`src/rtl/pipe_data_path.sv`:
```
// Two-stage datapath: stage 1 reads and selects operands, stage 2 executes and writes back.
// The cpuConfig package holds the ALU function encoding shared with the decoder.
package cpuConfig;
  typedef enum logic [2:0] {
    ALU_ADD    = 3'd0,
    ALU_SUB    = 3'd1,
    ALU_AND    = 3'd2,
    ALU_OR     = 3'd3,
    ALU_XOR    = 3'd4,
    ALU_PASS_B = 3'd5,
    ALU_SHL    = 3'd6,
    ALU_SHR    = 3'd7
  } aluFunc_t;
endpackage

module pipe_data_path
  import cpuConfig::*;
#(
  parameter int N       = 8,
  parameter int R_SIZE  = 3,
  parameter int FORWARD = 1
) (
  input  logic              clk,
  input  logic              nReset,
  input  logic              inValid,
  input  logic              hold,
  input  logic              writeReg,
  input  aluFunc_t          aluFunc,
  input  logic              aluImmediate,
  input  logic [R_SIZE-1:0] opD,
  input  logic [R_SIZE-1:0] opS,
  input  logic [N-1:0]      opT,
  output logic [N-1:0]      displayResult,
  output logic              resultValid,
  output logic              flagZ,
  output logic              flagN
);
  localparam int R_NUM = 1 << R_SIZE;

  logic [N-1:0]      rf_q [R_NUM];
  logic [N-1:0]      rf_d [R_NUM];
  logic              s1_valid_q, s1_valid_d;
  logic [N-1:0]      s1_a_q, s1_a_d, s1_b_q, s1_b_d;
  aluFunc_t          s1_func_q, s1_func_d;
  logic              s1_write_q, s1_write_d;
  logic [R_SIZE-1:0] s1_dest_q, s1_dest_d;
  logic [N-1:0]      result_q, result_d;
  logic              result_valid_q, result_valid_d;
  logic              flag_z_q, flag_z_d, flag_n_q, flag_n_d;

  logic [N-1:0] alu_res, file_a, file_b, oper_a, oper_b;
  logic         s2_writes, fwd_a, fwd_b, wb_en;

  always_comb begin
    alu_res = '0;
    case (s1_func_q)
      ALU_ADD:    alu_res = s1_a_q + s1_b_q;
      ALU_SUB:    alu_res = s1_a_q - s1_b_q;
      ALU_AND:    alu_res = s1_a_q & s1_b_q;
      ALU_OR:     alu_res = s1_a_q | s1_b_q;
      ALU_XOR:    alu_res = s1_a_q ^ s1_b_q;
      ALU_PASS_B: alu_res = s1_b_q;
      ALU_SHL:    alu_res = s1_a_q << 1;
      ALU_SHR:    alu_res = s1_a_q >> 1;
      default:    alu_res = '0;
    endcase
  end

  // Register 0 is never written; the explicit mux keeps reads of it zero regardless.
  assign file_a    = (opD == '0) ? '0 : rf_q[opD];
  assign file_b    = (opS == '0) ? '0 : rf_q[opS];
  assign s2_writes = s1_valid_q && s1_write_q && (s1_dest_q != '0);
  assign wb_en     = !hold && s2_writes;
  assign fwd_a     = (FORWARD != 0) && s2_writes && (opD == s1_dest_q);
  assign fwd_b     = (FORWARD != 0) && s2_writes && (opS == s1_dest_q);
  assign oper_a    = fwd_a ? alu_res : file_a;
  assign oper_b    = aluImmediate ? opT : (fwd_b ? alu_res : file_b);

  always_comb begin
    rf_d = rf_q;
    if (wb_en) rf_d[s1_dest_q] = alu_res;
  end

  always_comb begin
    s1_valid_d = s1_valid_q;
    s1_a_d     = s1_a_q;
    s1_b_d     = s1_b_q;
    s1_func_d  = s1_func_q;
    s1_write_d = s1_write_q;
    s1_dest_d  = s1_dest_q;
    if (!hold) begin
      s1_valid_d = inValid;
      if (inValid) begin
        s1_a_d     = oper_a;
        s1_b_d     = oper_b;
        s1_func_d  = aluFunc;
        s1_write_d = writeReg;
        s1_dest_d  = opD;
      end
    end
  end

  always_comb begin
    result_d       = result_q;
    result_valid_d = result_valid_q;
    flag_z_d       = flag_z_q;
    flag_n_d       = flag_n_q;
    if (!hold) begin
      result_valid_d = s1_valid_q;
      if (s1_valid_q) begin
        result_d = alu_res;
        flag_z_d = (alu_res == '0);
        flag_n_d = alu_res[N-1];
      end
    end
  end

  always_ff @(posedge clk or negedge nReset) begin
    if (!nReset) begin
      for (int i = 0; i < R_NUM; i++) rf_q[i] <= '0;
    end else begin
      rf_q <= rf_d;
    end
  end

  always_ff @(posedge clk or negedge nReset) begin
    if (!nReset) begin
      s1_valid_q     <= 1'b0;
      s1_a_q         <= '0;
      s1_b_q         <= '0;
      s1_func_q      <= ALU_ADD;
      s1_write_q     <= 1'b0;
      s1_dest_q      <= '0;
      result_q       <= '0;
      result_valid_q <= 1'b0;
      flag_z_q       <= 1'b1;
      flag_n_q       <= 1'b0;
    end else begin
      s1_valid_q     <= s1_valid_d;
      s1_a_q         <= s1_a_d;
      s1_b_q         <= s1_b_d;
      s1_func_q      <= s1_func_d;
      s1_write_q     <= s1_write_d;
      s1_dest_q      <= s1_dest_d;
      result_q       <= result_d;
      result_valid_q <= result_valid_d;
      flag_z_q       <= flag_z_d;
      flag_n_q       <= flag_n_d;
    end
  end

  assign displayResult = result_q;
  assign resultValid   = result_valid_q;
  assign flagZ         = flag_z_q;
  assign flagN         = flag_n_q;

endmodule

```
`config.mk`:
```
export PLATFORM = sky130hd
export DESIGN_NAME = pipe_data_path
export DESIGN_NICKNAME = d
export VERILOG_FILES = /design/src/rtl/pipe_data_path.sv
export SDC_FILE = /design/constraint.sdc
export NUM_CORES = 1
export LEC_CHECK = 0
export BUFFER_PORTS_ARGS = -buffer_cell sky130_fd_sc_hd__buf_2
export CAP_MARGIN = 20
export CORE_ASPECT_RATIO = 1.5
export CORE_UTILIZATION = 45
export CTS_BUF_LIST = sky130_fd_sc_hd__clkbuf_2 sky130_fd_sc_hd__clkbuf_4 sky130_fd_sc_hd__clkbuf_8
export DETAILED_ROUTE_END_ITERATION = 8
export PLACE_DENSITY_LB_ADDON = 0.3
export SKIP_LAST_GASP = 1
export SLEW_MARGIN = 20
export SYNTH_ARGS = -nofsm -noshare
export SYNTH_HDL_FRONTEND = slang
export SYNTH_SLANG_ARGS = --single-unit
```
`constraint.sdc`:
```
create_clock -name clk -period 3.3 [get_ports clk]
set_clock_uncertainty 0.15 [all_clocks]
set_input_delay 0.33 -clock clk [delete_from_list [all_inputs] [get_ports clk]]
set_output_delay 0.33 -clock clk [all_outputs]
set_load 0.01 [all_outputs]
```
==> impl_metrics.yaml <==
run_status:
  outcome: "complete, but fails checks"
  violations: "design-rule violations"
run:
  cap_violations: 0
logic_synthesis:
  synth_cell_type_count: 65
  synthTopCellsByArea: "dfrtp_1 (39%), mux4_2 (11%), a21oi_1 (5.1%)"
  async_reset_ff_share_pct: 100
  postSynthAreaPerCell_um2: 10.1
  synth_seq_cells: 98
  synth_top_area_share_pct: 39.3
  syn_inst: 610
  syn-cell-area_mm2: 0.00617
  synth-seq-area-share_pct: 39.7
  synth_top_flop_cell: "dfrtp_1"
  synth_top_area_cell: "dfrtp_1"
  syn_nets: 658
  synth_edf_count: 0
  yosysWarnings: 0
route:
  first_pass_iters: 7
  drc: 2
  vias: 4785
  post_drt_wl_per_cell_um: 20.2
  vias_per_cell: 6.03
  drt.antenna.violating_nets: 0
  drt-initial-drc-count: 275
  finalWirelength_um: 16000
global_route:
  track_usage_pct: 23.3
  grt_pass1_vias: 4892
  grt_antenna_before_repair: 0
  grt-ovfl-total: 0
  grt_pass1_wl_um: 25300
  grt_max_degree: 70
placed_design:
  io_buffers: 33
  dpl.hpwl_um: 11800
  post-place-ws_ns: -0.215
  postPlaceCellArea_mm2: 0.00646
  place.gp.congestion: 0.927
die:
  row_count: 52
  io_pins: 34
  coreArea_mm2: 0.0135
  fp.dieW_um: 97.6
  die_area_mm2: 0.0142
  start_util_pct: 45.8
  fp.dieH_um: 145
clock_tree:
  path_clk_slew_ns: 0.09
  ctsRootBufferMaster: "clkbuf_8"
  cts_made_buffers: 9
  clock-sinks: 98
  clock_latency_ns: 0.36
  cts_tree: "yes"
  htreeDepth: 3
  cts_buffer_depth: 2
critical_path:
  reg2reg_depth: 13
  critical_path_required_ns: 3.45
  worst_setup_path_start_kind: "register"
  ff2ff_setup_slack_ns: 0.14
  worstPathMaxFanout: 9
  worstReg2RegStart: "s1_func_q[2]$_DFFE_PN0P_"
  cp.arrival_ns: 3.31
  r2r-end: "s1_a_q[5]$_DFFE_PN0P_"
  critPathKind: "register to register"
  endpoint_kind: "register"
final_layout:
  drive_gt1_share_pct: 24.2
  synthToLayoutAreaGrowth_pct: 9.75
  final_common_cell: "dfrtp_1"
  regArea_mm2: 0.00245
  nets: 675
  multi_input_area_mm2: 0.00338
  diodes: 0
  finalInstanceArea_mm2: 0.00678
  layout_common_cells: "dfrtp_1 (97), nand2_1 (63), a21oi_1 (61)"
  final_core_util_pct: 50.3
  num-fill-cells: 1204
pwr:
  finalPower_mw: 4.56
  ir_worst_vdd_mv: 0.298
  leakagePower_nw: 3.03
  power_density_mw_per_mm2: 673
timing:
  fmax_mhz: 316
  post-route-period-util_pct: 95.9
  worst_pin_slew_ns: 0.698
  setup_slack_ns: 0.137
  grt_setup_unrepaired: "no"
  post-route-min-period_ns: 3.16
  finalHoldViolations: 0
  report.final.slew_viol_count: 0
  maxSlewHeadroom_pct: 53.4
  fin_setup_tns_ns: 0
  finalSetupViolCount: 0
min_path:
  worstHoldPathCells: 3
  hold_class: "input pin to register"
  min_delay_worst_endpoint: "s1_func_q[2]$_DFFE_PN0P_"
  worstHoldStart: "aluFunc[2]"
-- routing by layer --
layer	GRT usage [%]	part of all wire, %	up-vias
met4	15.3	6.0	0
met3	2.74	3.1	55
met1	25.8	38	2393
met5	0	0	-
met2	41.8	53	112
li1	-	-	2225
-- cell type report --
type                    instances  area share (%)
repair buffers                 64            6.22
inverters                      25            1.38
clock buffers                  11            2.14
multi-input cells             429            49.9
flip-flops and latches         98            36.2
clock inverters                 5            1.14
well taps                     162            2.99
-- worst max-delay path by stage --
stage,startpoint,end,depth (start not counted)
2_1_floorplan,s1_func_q[1]$_DFFE_PN0P_,s1_a_q[6]$_DFFE_PN0P_,11
3_3_place_gp,s1_func_q[2]$_DFFE_PN0P_,s1_a_q[3]$_DFFE_PN0P_,13
6_report,s1_func_q[2]$_DFFE_PN0P_,s1_a_q[5]$_DFFE_PN0P_,13
3_5_place_dp,s1_func_q[2]$_DFFE_PN0P_,s1_a_q[3]$_DFFE_PN0P_,13
5_1_grt,s1_func_q[2]$_DFFE_PN0P_,s1_a_q[3]$_DFFE_PN0P_,14
4_1_cts,s1_func_q[1]$_DFFE_PN0P_,s1_a_q[3]$_DFFE_PN0P_,13
-- power by group --
group / total, mW / internal [mW] / leakage, nW / switching (mW)
registers: 1.79 / 1.52 / 1.27 / 0.271
clock network: 0.865 / 0.454 / 0.113 / 0.411
logic: 1.91 / 0.892 / 1.64 / 1.02
total: 4.56 / 2.86 / 3.03 / 1.70
-- synthesized netlist by cell type, types with 4 or more instances --
master     count
nor4_1         4
mux2_2        25
dfrtp_1       97
nor2b_1        5
a221oi_1       4
o22ai_1        4
xnor2_1       13
nor3_1         5
buf_6          6
nand2b_1       5
a211oi_1      13
nor2_1        60
o21ai_0       29
inv_1         25
buf_2         16
mux4_2        29
clkbuf_1      26
nand2_1       63
buf_4          7
mux2i_1       20
a2bb2oi_1      4
a21oi_1       63
ha_1          24
-- worst max-delay path, stage by stage (launching register included) --
cell and delay [ns]:
dfrtp_1 0.41, nor3b_4 0.19, buf_4 0.17, buf_4 0.15, a31oi_2 0.05, xnor2_1 0.14
ha_2 0.39, inv_1 0.07, or4_1 0.50, o211ai_1 0.31, a211oi_2 0.11, buf_4 0.20
a2bb2oi_2 0.14, o21ai_2 0.12
-- sequential cells by signal (all words and copies together), names as in the netlist --
| signal | flops |
|---|---|
| s1_dest_q | 3 |
| s1_write_q | 1 |
| flagZ | 1 |
| s1_a_q | 8 |
| resultValid | 1 |
| displayResult | 8 |
| s1_b_q | 8 |
| s1_valid_q | 1 |
| rf_q | 64 |
| s1_func_q | 3 |
-- per-stage QoR --
stage | hold slack (ns) | cells
global route | 0.0289 | 794
global placement | 0.148 | 774
finish | 0.0231 | 794
CTS | 0.0106 | 793
detailed placement | 0.151 | 774
floorplan | -0.116 | 610
-- timing repair --
item / CTS / global route
hold endpoints to repair: 30 / 0
gates cloned: 0 / 0
setup buffers: 1 / 1
resized for setup: 6 / 5
setup endpoints to repair: 15 / 6
pin swaps: 2 / 4
hold buffers: 2 / 0
-- cells by family (layout without fill, tap and decap cells) --
group | count (synthesis) | in the layout | share of synthesized area, %
AO/OA/AOI/OAI | 151 | 151 | 15.8
XOR/XNOR | 17 | 17 | 2.53
adder cells (fa/ha/maj) | 25 | 25 | 5.19
buffers and inverters | 83 | 105 | 6.52
flip-flops | 98 | 98 | 39.7
multiplexers | 74 | 74 | 18.4
AND/OR/NAND/NOR | 162 | 162 | 11.9
Power figures use the tool's default switching activity.
